==> config.mk <==
export PLATFORM = sky130hd
export DESIGN_NAME = divisor_seq_flat
export DESIGN_NICKNAME = d
export VERILOG_FILES = /design/src/rtl/divisor_seq_if.sv /design/src/rtl/divisor_seq.sv /design/src/flat_wrapper.sv
export SDC_FILE = /design/constraint.sdc
export NUM_CORES = 1
export LEC_CHECK = 0
export ABC_AREA = 1
export CAP_MARGIN = 25
export CORE_MARGIN = 2
export CORE_UTILIZATION = 45
export DETAILED_ROUTE_END_ITERATION = 7
export PLACE_DENSITY = 0.73
export SKIP_CTS_REPAIR_TIMING = 1
export SYNTH_ARGS = -nofsm -noshare
export SYNTH_HDL_FRONTEND = slang
export SYNTH_SLANG_ARGS = --single-unit
export TNS_END_PERCENT = 100
==> constraint.sdc <==
create_clock -name clk -period 1.5 [get_ports clk]
set_input_delay 0.225 -clock clk [delete_from_list [all_inputs] [get_ports clk]]
set_output_delay 0.225 -clock clk [all_outputs]
set_load 0.05 [all_outputs]
==> src/rtl/divisor_seq_if.sv <==
// ----------------------------------------------------------------------------
// divisor_seq_if
// Start/done handshake and operand/result bundle for the sequential divider.
//   start      : request a division (driven by master)
//   entryA     : 16-bit unsigned dividend (driven by master)
//   entryB     : 8-bit unsigned divisor (driven by master)
//   busy       : high while the divider iterates (driven by slave)
//   done       : one-cycle completion pulse (driven by slave)
//   quotient   : 16-bit result (driven by slave)
//   remainder  : 8-bit result (driven by slave)
//   div_zero   : divisor-was-zero flag (driven by slave)
// Modports: master = requester side, slave = divider side.
// ----------------------------------------------------------------------------
interface divisor_seq_if;
    logic        start;
    logic [15:0] entryA;
    logic [7:0]  entryB;
    logic        busy;
    logic        done;
    logic [15:0] quotient;
    logic [7:0]  remainder;
    logic        div_zero;

    modport master (
        output start, entryA, entryB,
        input  busy, done, quotient, remainder, div_zero
    );

    modport slave (
        input  start, entryA, entryB,
        output busy, done, quotient, remainder, div_zero
    );
endinterface

==> src/rtl/divisor_seq.sv <==
// ----------------------------------------------------------------------------
// divisor_seq
// Sequential unsigned restoring divider, 16-bit dividend / 8-bit divisor,
// one quotient bit retired per clock. Sixteen CALC cycles followed by a
// single DONE cycle carrying the done pulse.
//
// Ports:
//   clk    : system clock, rising edge
//   rst_n  : synchronous active-low reset
//   bus    : divisor_seq_if.slave (start/entryA/entryB in,
//            busy/done/quotient/remainder/div_zero out)
//
// Build option:
//   DIVISOR_ZERO_DETECT_EN - when defined, a zero divisor bypasses CALC,
//   goes straight to DONE and raises div_zero. When undefined, a zero
//   divisor runs the normal algorithm and div_zero is tied to 0.
// ----------------------------------------------------------------------------
module divisor_seq (
    input  logic          clk,
    input  logic          rst_n,
    divisor_seq_if.slave  bus
);
    localparam logic [1:0] ST_IDLE = 2'd0;
    localparam logic [1:0] ST_CALC = 2'd1;
    localparam logic [1:0] ST_DONE = 2'd2;

    logic [1:0]  state_reg,     state_next;
    logic [15:0] q_reg,         q_next;
    logic [7:0]  d_reg,         d_next;
    logic [8:0]  r_reg,         r_next;
    logic [4:0]  cnt_reg,       cnt_next;
    logic [15:0] quotient_reg,  quotient_next;
    logic [7:0]  remainder_reg, remainder_next;

    // One restoring step. The trial difference is one bit wider than the
    // partial remainder so its top bit is a clean borrow indicator.
    logic [8:0]  rem_shift;
    logic [9:0]  trial;
    logic        qbit;
    logic [8:0]  r_step;
    logic [15:0] q_step;

    assign rem_shift = {r_reg[7:0], q_reg[15]};
    assign trial     = {1'b0, rem_shift} - {2'b00, d_reg};
    assign qbit      = ~trial[9];
    assign r_step    = qbit ? trial[8:0] : rem_shift;
    assign q_step    = {q_reg[14:0], qbit};

`ifdef DIVISOR_ZERO_DETECT_EN
    logic div_zero_reg, div_zero_next;
`endif

    always_comb begin
        state_next     = state_reg;
        q_next         = q_reg;
        d_next         = d_reg;
        r_next         = r_reg;
        cnt_next       = cnt_reg;
        quotient_next  = quotient_reg;
        remainder_next = remainder_reg;
`ifdef DIVISOR_ZERO_DETECT_EN
        div_zero_next  = div_zero_reg;
`endif
        case (state_reg)
            ST_IDLE: begin
                if (bus.start) begin
                    q_next         = bus.entryA;
                    d_next         = bus.entryB;
                    r_next         = 9'd0;
                    cnt_next       = 5'd0;
                    quotient_next  = 16'h0000;
                    remainder_next = 8'h00;
                    state_next     = ST_CALC;
`ifdef DIVISOR_ZERO_DETECT_EN
                    div_zero_next  = 1'b0;
                    // Same values the full iteration would produce, one
                    // cycle instead of seventeen.
                    if (bus.entryB == 8'h00) begin
                        quotient_next  = 16'hFFFF;
                        remainder_next = bus.entryA[7:0];
                        div_zero_next  = 1'b1;
                        state_next     = ST_DONE;
                    end
`endif
                end
            end
            ST_CALC: begin
                q_next   = q_step;
                r_next   = r_step;
                cnt_next = cnt_reg + 5'd1;
                if (cnt_reg == 5'd15) begin
                    // Results are loaded on the edge entering DONE so they
                    // are already valid during the done pulse.
                    quotient_next  = q_step;
                    remainder_next = r_step[7:0];
                    state_next     = ST_DONE;
                end
            end
            ST_DONE: begin
                state_next = ST_IDLE;
            end
            default: begin
                state_next = ST_IDLE;
            end
        endcase
    end

    always_ff @(posedge clk) begin
        if (!rst_n) begin
            state_reg     <= ST_IDLE;
            q_reg         <= 16'h0000;
            d_reg         <= 8'h00;
            r_reg         <= 9'd0;
            cnt_reg       <= 5'd0;
            quotient_reg  <= 16'h0000;
            remainder_reg <= 8'h00;
`ifdef DIVISOR_ZERO_DETECT_EN
            div_zero_reg  <= 1'b0;
`endif
        end else begin
            state_reg     <= state_next;
            q_reg         <= q_next;
            d_reg         <= d_next;
            r_reg         <= r_next;
            cnt_reg       <= cnt_next;
            quotient_reg  <= quotient_next;
            remainder_reg <= remainder_next;
`ifdef DIVISOR_ZERO_DETECT_EN
            div_zero_reg  <= div_zero_next;
`endif
        end
    end

    assign bus.busy      = (state_reg == ST_CALC);
    assign bus.done      = (state_reg == ST_DONE);
    assign bus.quotient  = quotient_reg;
    assign bus.remainder = remainder_reg;
`ifdef DIVISOR_ZERO_DETECT_EN
    assign bus.div_zero  = div_zero_reg;
`else
    assign bus.div_zero  = 1'b0;
`endif

endmodule
==> src/flat_wrapper.sv <==
// flat-port wrapper written by rule: the top's interface ports become plain ports
module divisor_seq_flat 
  (clk, rst_n, bus_start, bus_entryA, bus_entryB, bus_busy, bus_done, bus_quotient, bus_remainder, bus_div_zero);
  divisor_seq_if bus_i ();
  input  logic clk;
  input  logic rst_n;
  input wire logic [$bits(bus_i.start)-1:0] bus_start;
  input wire logic [$bits(bus_i.entryA)-1:0] bus_entryA;
  input wire logic [$bits(bus_i.entryB)-1:0] bus_entryB;
  output wire logic [$bits(bus_i.busy)-1:0] bus_busy;
  output wire logic [$bits(bus_i.done)-1:0] bus_done;
  output wire logic [$bits(bus_i.quotient)-1:0] bus_quotient;
  output wire logic [$bits(bus_i.remainder)-1:0] bus_remainder;
  output wire logic [$bits(bus_i.div_zero)-1:0] bus_div_zero;
  assign bus_i.start = bus_start;
  assign bus_i.entryA = bus_entryA;
  assign bus_i.entryB = bus_entryB;
  assign bus_busy = bus_i.busy;
  assign bus_done = bus_i.done;
  assign bus_quotient = bus_i.quotient;
  assign bus_remainder = bus_i.remainder;
  assign bus_div_zero = bus_i.div_zero;
  divisor_seq u_core (.clk(clk), .rst_n(rst_n), .bus(bus_i));
endmodule
==> qor_table.md <==
| Metric | Reported |
|:---|:---|
| Post-Synth Simple-Gate Area | 22.1% |
| Die Width | 84.4 um |
| Number of buffers on the longest clock path | 2 |
| Multi-input gate area | 0.00184 mm^2 |
| Portion of netlist area occupied by mux cells | 0% |
| Data required time at the worst endpoint | 1.74 ns |
| RSZ-0062 raised after global routing | yes |
| Share of the clock period used by the worst path | 110% |
| Number of fill cells in the layout | 480 |
| TritonCTS clock tree | built |
| Dominant combinational cell family by area after synthesis | simple AND/OR/NAND/NOR gates |
| Die Footprint | 0.00713 mm^2 |
| Dpl hpwl | 5220 um |
| Maximum clock rate | 604 MHz |
| Clock latency on the worst-skew pair | 0.35 ns |
| Core area | 0.00631 mm^2 |
| Worst Skew | 0.00480 ns |
| Met3 wire length | 610 um |
| Power consumption | 6.67 mW |
| Hold Path Class | input pin to flop |
| Synthesized-area fraction occupied by xor and xnor cells | 0.602% |
| # port buffers | 52 |
| Most frequently used flop master after synthesis | sky130_fd_sc_hd__dfxtp_1 |
| Post-placement cell count | 530 |
| Via count of the routed design | 3107 |
| Post-route DRC | 0 |
| Number of instances in the synthesized netlist | 379 |
| Net Count, Synth | 417 |
| GRT Overall Usage | 21.7% |
| CP Launch Type | flop |
| FF/Latch Area | 0.00128 mm^2 |
| Time the worst path needs with I/O delays and setup | 1.65 ns |
| Biggest fanout along the worst timing path | 5 |
| Top routing layer in use | met4 |
| Category of the worst setup path capture point | flop |
| Worst endpoint data arrival time | 1.90 ns |
| Die Span Y | 84.4 um |
| Post-synthesis instance area | 0.00291 mm^2 |
| GP Congestion | 0.870 |
| Row Count | 29 |
| Vias in the first global route | 2789 |
| Layout Area Growth over Synthesis | 56.8% |
| Post-route ant nets | 0 |
| Number of iterations in the first detailed-routing pass | 5 |
| Warnings from Yosys | 0 |
| Worst Setup Slack, final | -0.155 ns |
| Deepest level of the CTS H-tree | 3 |
| Met2 wirelength from detailed routing | 4750 um |
| Largest area contributor in the netlist | sky130_fd_sc_hd__dfxtp_1 |
| Max-cap violations | 0 |
| Total power per unit cell area | 1460 mW/mm^2 |
| Detailed router's first-iteration violation count | 197 |
| Adder-cell area share of the yosys netlist | 4.99% |
| Initial antenna violation count | 0 |
| Sequential-to-total area share from yosys stat | 43.3% |
| Wire length on met1 | 3790 um |
| Total number of clock tree sinks | 63 |
| Pre-CTS worst setup slack | -0.181 ns |
| Violated checks | negative setup slack |
| Maximum number of pins on one net before global-route repair | 49 |
| Synth Register Bits | 63 |
| Clk slew on worst S/H paths | 0.08 ns |
| Pleak | 1.83 nW |
| Mean cell area of the mapped netlist | 7.68 um^2 |
| Most area-consuming cells after synthesis | sky130_fd_sc_hd__dfxtp_1 43%, sky130_fd_sc_hd__nand2_1 10%, sky130_fd_sc_hd__a21oi_1 7.9%, sky130_fd_sc_hd__o21ai_0 5.8%, sky130_fd_sc_hd__nand3_1 5.5% |
| Overflow left after global routing | 0 |
| Fraction of final layout cells sized beyond drive strength 1 | 44.4% |
| Wire length after detailed routing | 9340 um |
| Max IR drop VDD | 0.799 mV |
| Count of nets after finishing | 513 |
| Distinct cells, synth | 31 |
| Compound-Gate Fraction of Synth Area | 18.6% |
| Antenna diode instance count | 0 |
| I/O pins | 54 |
| Number of CTS-inserted buffers | 9 |
| Number of flops mapped to enable cells by yosys | 0 |
| First-pass GRT wire length | 12400 um |
| Wire per inst | 16.8 um |
| Number of setup violations in the final report | 28 |
| Category of the most critical setup path | flop to flop |
| WHS | 0.458 ns |
| Mean number of vias per cell | 5.58 |
| Fraction of registers with async set/reset | 0% |
| Portion of synthesized cell area occupied by the leading cell type | 43.3% |
| Final Hold Violating Endpoints | 0 |
| Count of pins over their slew limit | 0 |
| Initial cell density of the core | 46.1% |
| Root buffer cell | sky130_fd_sc_hd__clkbuf_8 |
| Outcome | finished, violations left |
| Non-Filler Instances | 557 |
-- routing by layer --
metal | GRT usage, % | up-vias
met3 | 5.51 | 18
li1 | - | 1469
met4 | 12.0 | 0
met2 | 35.3 | 108
met5 | 0 | -
met1 | 26.2 | 1512
-- worst max-delay path, stage by stage (launching register included) --
cell,delay (ns)
sky130_fd_sc_hd__dfxtp_2,0.33
sky130_fd_sc_hd__inv_2,0.05
sky130_fd_sc_hd__ha_4,0.26
sky130_fd_sc_hd__or2_2,0.34
sky130_fd_sc_hd__nand2_1,0.12
sky130_fd_sc_hd__xor2_1,0.19
sky130_fd_sc_hd__nand2_1,0.09
sky130_fd_sc_hd__nand3_2,0.11
sky130_fd_sc_hd__a21oi_2,0.06
-- per-stage QoR --
step	utilization, %	area, um^2	TNS, ns
after global placement	59.7	3770	-2.23
after floorplan	-	3000	-0.0414
after global routing	72.3	4560	-4.30
after CTS	62.8	3970	-4.08
final	72.3	4560	-1.91
after detailed placement	59.7	3770	-3.48
-- layout make-up --
type                    count  area share [%]
clock buffers              10            2.80
clock inverters             6            1.54
inverters                  37            3.15
multi-input cells         258            40.4
flip-flops and latches     63            28.0
well taps                  77            2.11
repair buffers            106            22.0
-- Yosys cell counts, drive strengths merged, types with 8 or more instances --
library cell and count:
nand2 79, a31oi 16, o21ai 35, inv 37
ha 10, nor2 16, clkbuf 10, nand4 8
nand3 34, a21oi 47, dfxtp 63, buf 12
-- power by group --
part / total, mW / leakage (nW) / internal (mW) / switching [mW]
Clock: 1.51 / 0.0891 / 0.776 / 0.738
Sequential: 1.98 / 0.522 / 1.85 / 0.133
Combinational: 3.18 / 1.22 / 1.34 / 1.84
Total: 6.67 / 1.83 / 3.97 / 2.71
-- placed cells by master, fill, tap and decap left out, types with 4 or more instances in the layout --
cell type                         instances
sky130_fd_sc_hd__a21oi_1                 27
sky130_fd_sc_hd__inv_1                   26
sky130_fd_sc_hd__nand4_1                  8
sky130_fd_sc_hd__nor2_4                   4
sky130_fd_sc_hd__inv_2                    9
sky130_fd_sc_hd__nand2_1                 59
sky130_fd_sc_hd__clkbuf_8                 9
sky130_fd_sc_hd__o21ai_2                 16
sky130_fd_sc_hd__nand2_2                 14
sky130_fd_sc_hd__o21ai_0                 16
sky130_fd_sc_hd__clkdlybuf4s50_1         26
sky130_fd_sc_hd__buf_4                   66
sky130_fd_sc_hd__dfxtp_2                 12
sky130_fd_sc_hd__a31oi_1                 16
sky130_fd_sc_hd__ha_4                     9
sky130_fd_sc_hd__nand3_1                 19
sky130_fd_sc_hd__buf_12                   5
sky130_fd_sc_hd__nand2_4                  5
sky130_fd_sc_hd__nand3_2                 12
sky130_fd_sc_hd__dfxtp_1                 51
sky130_fd_sc_hd__nor2_1                  11
sky130_fd_sc_hd__a21oi_2                 18
sky130_fd_sc_hd__nand3_4                  4
sky130_fd_sc_hd__buf_6                    4
-- worst paths after layout --
check	startpoint	endpoint	slack [ns]	cells past startpoint
hold reg to reg	u_core.d_reg[4]	u_core.d_reg[4]	0.48	2
setup reg to reg	u_core.d_reg[2]	u_core.bus.remainder[3]	-0.15	8
hold / removal	bus_entryA[12]	u_core.q_reg[12]	0.46	3
setup / recovery	u_core.d_reg[2]	u_core.bus.remainder[3]	-0.15	8
-- cells by family after synthesis --
logic type | count (synthesis)
and+or+nand+nor | 143
AOI/OAI and AO/OA | 100
DFF | 63
buffers and inverters | 59
adders and majority gates | 11
xor gates and xnor gates | 2
other | 1
Note: power is estimated with default switching activity, not from simulation.
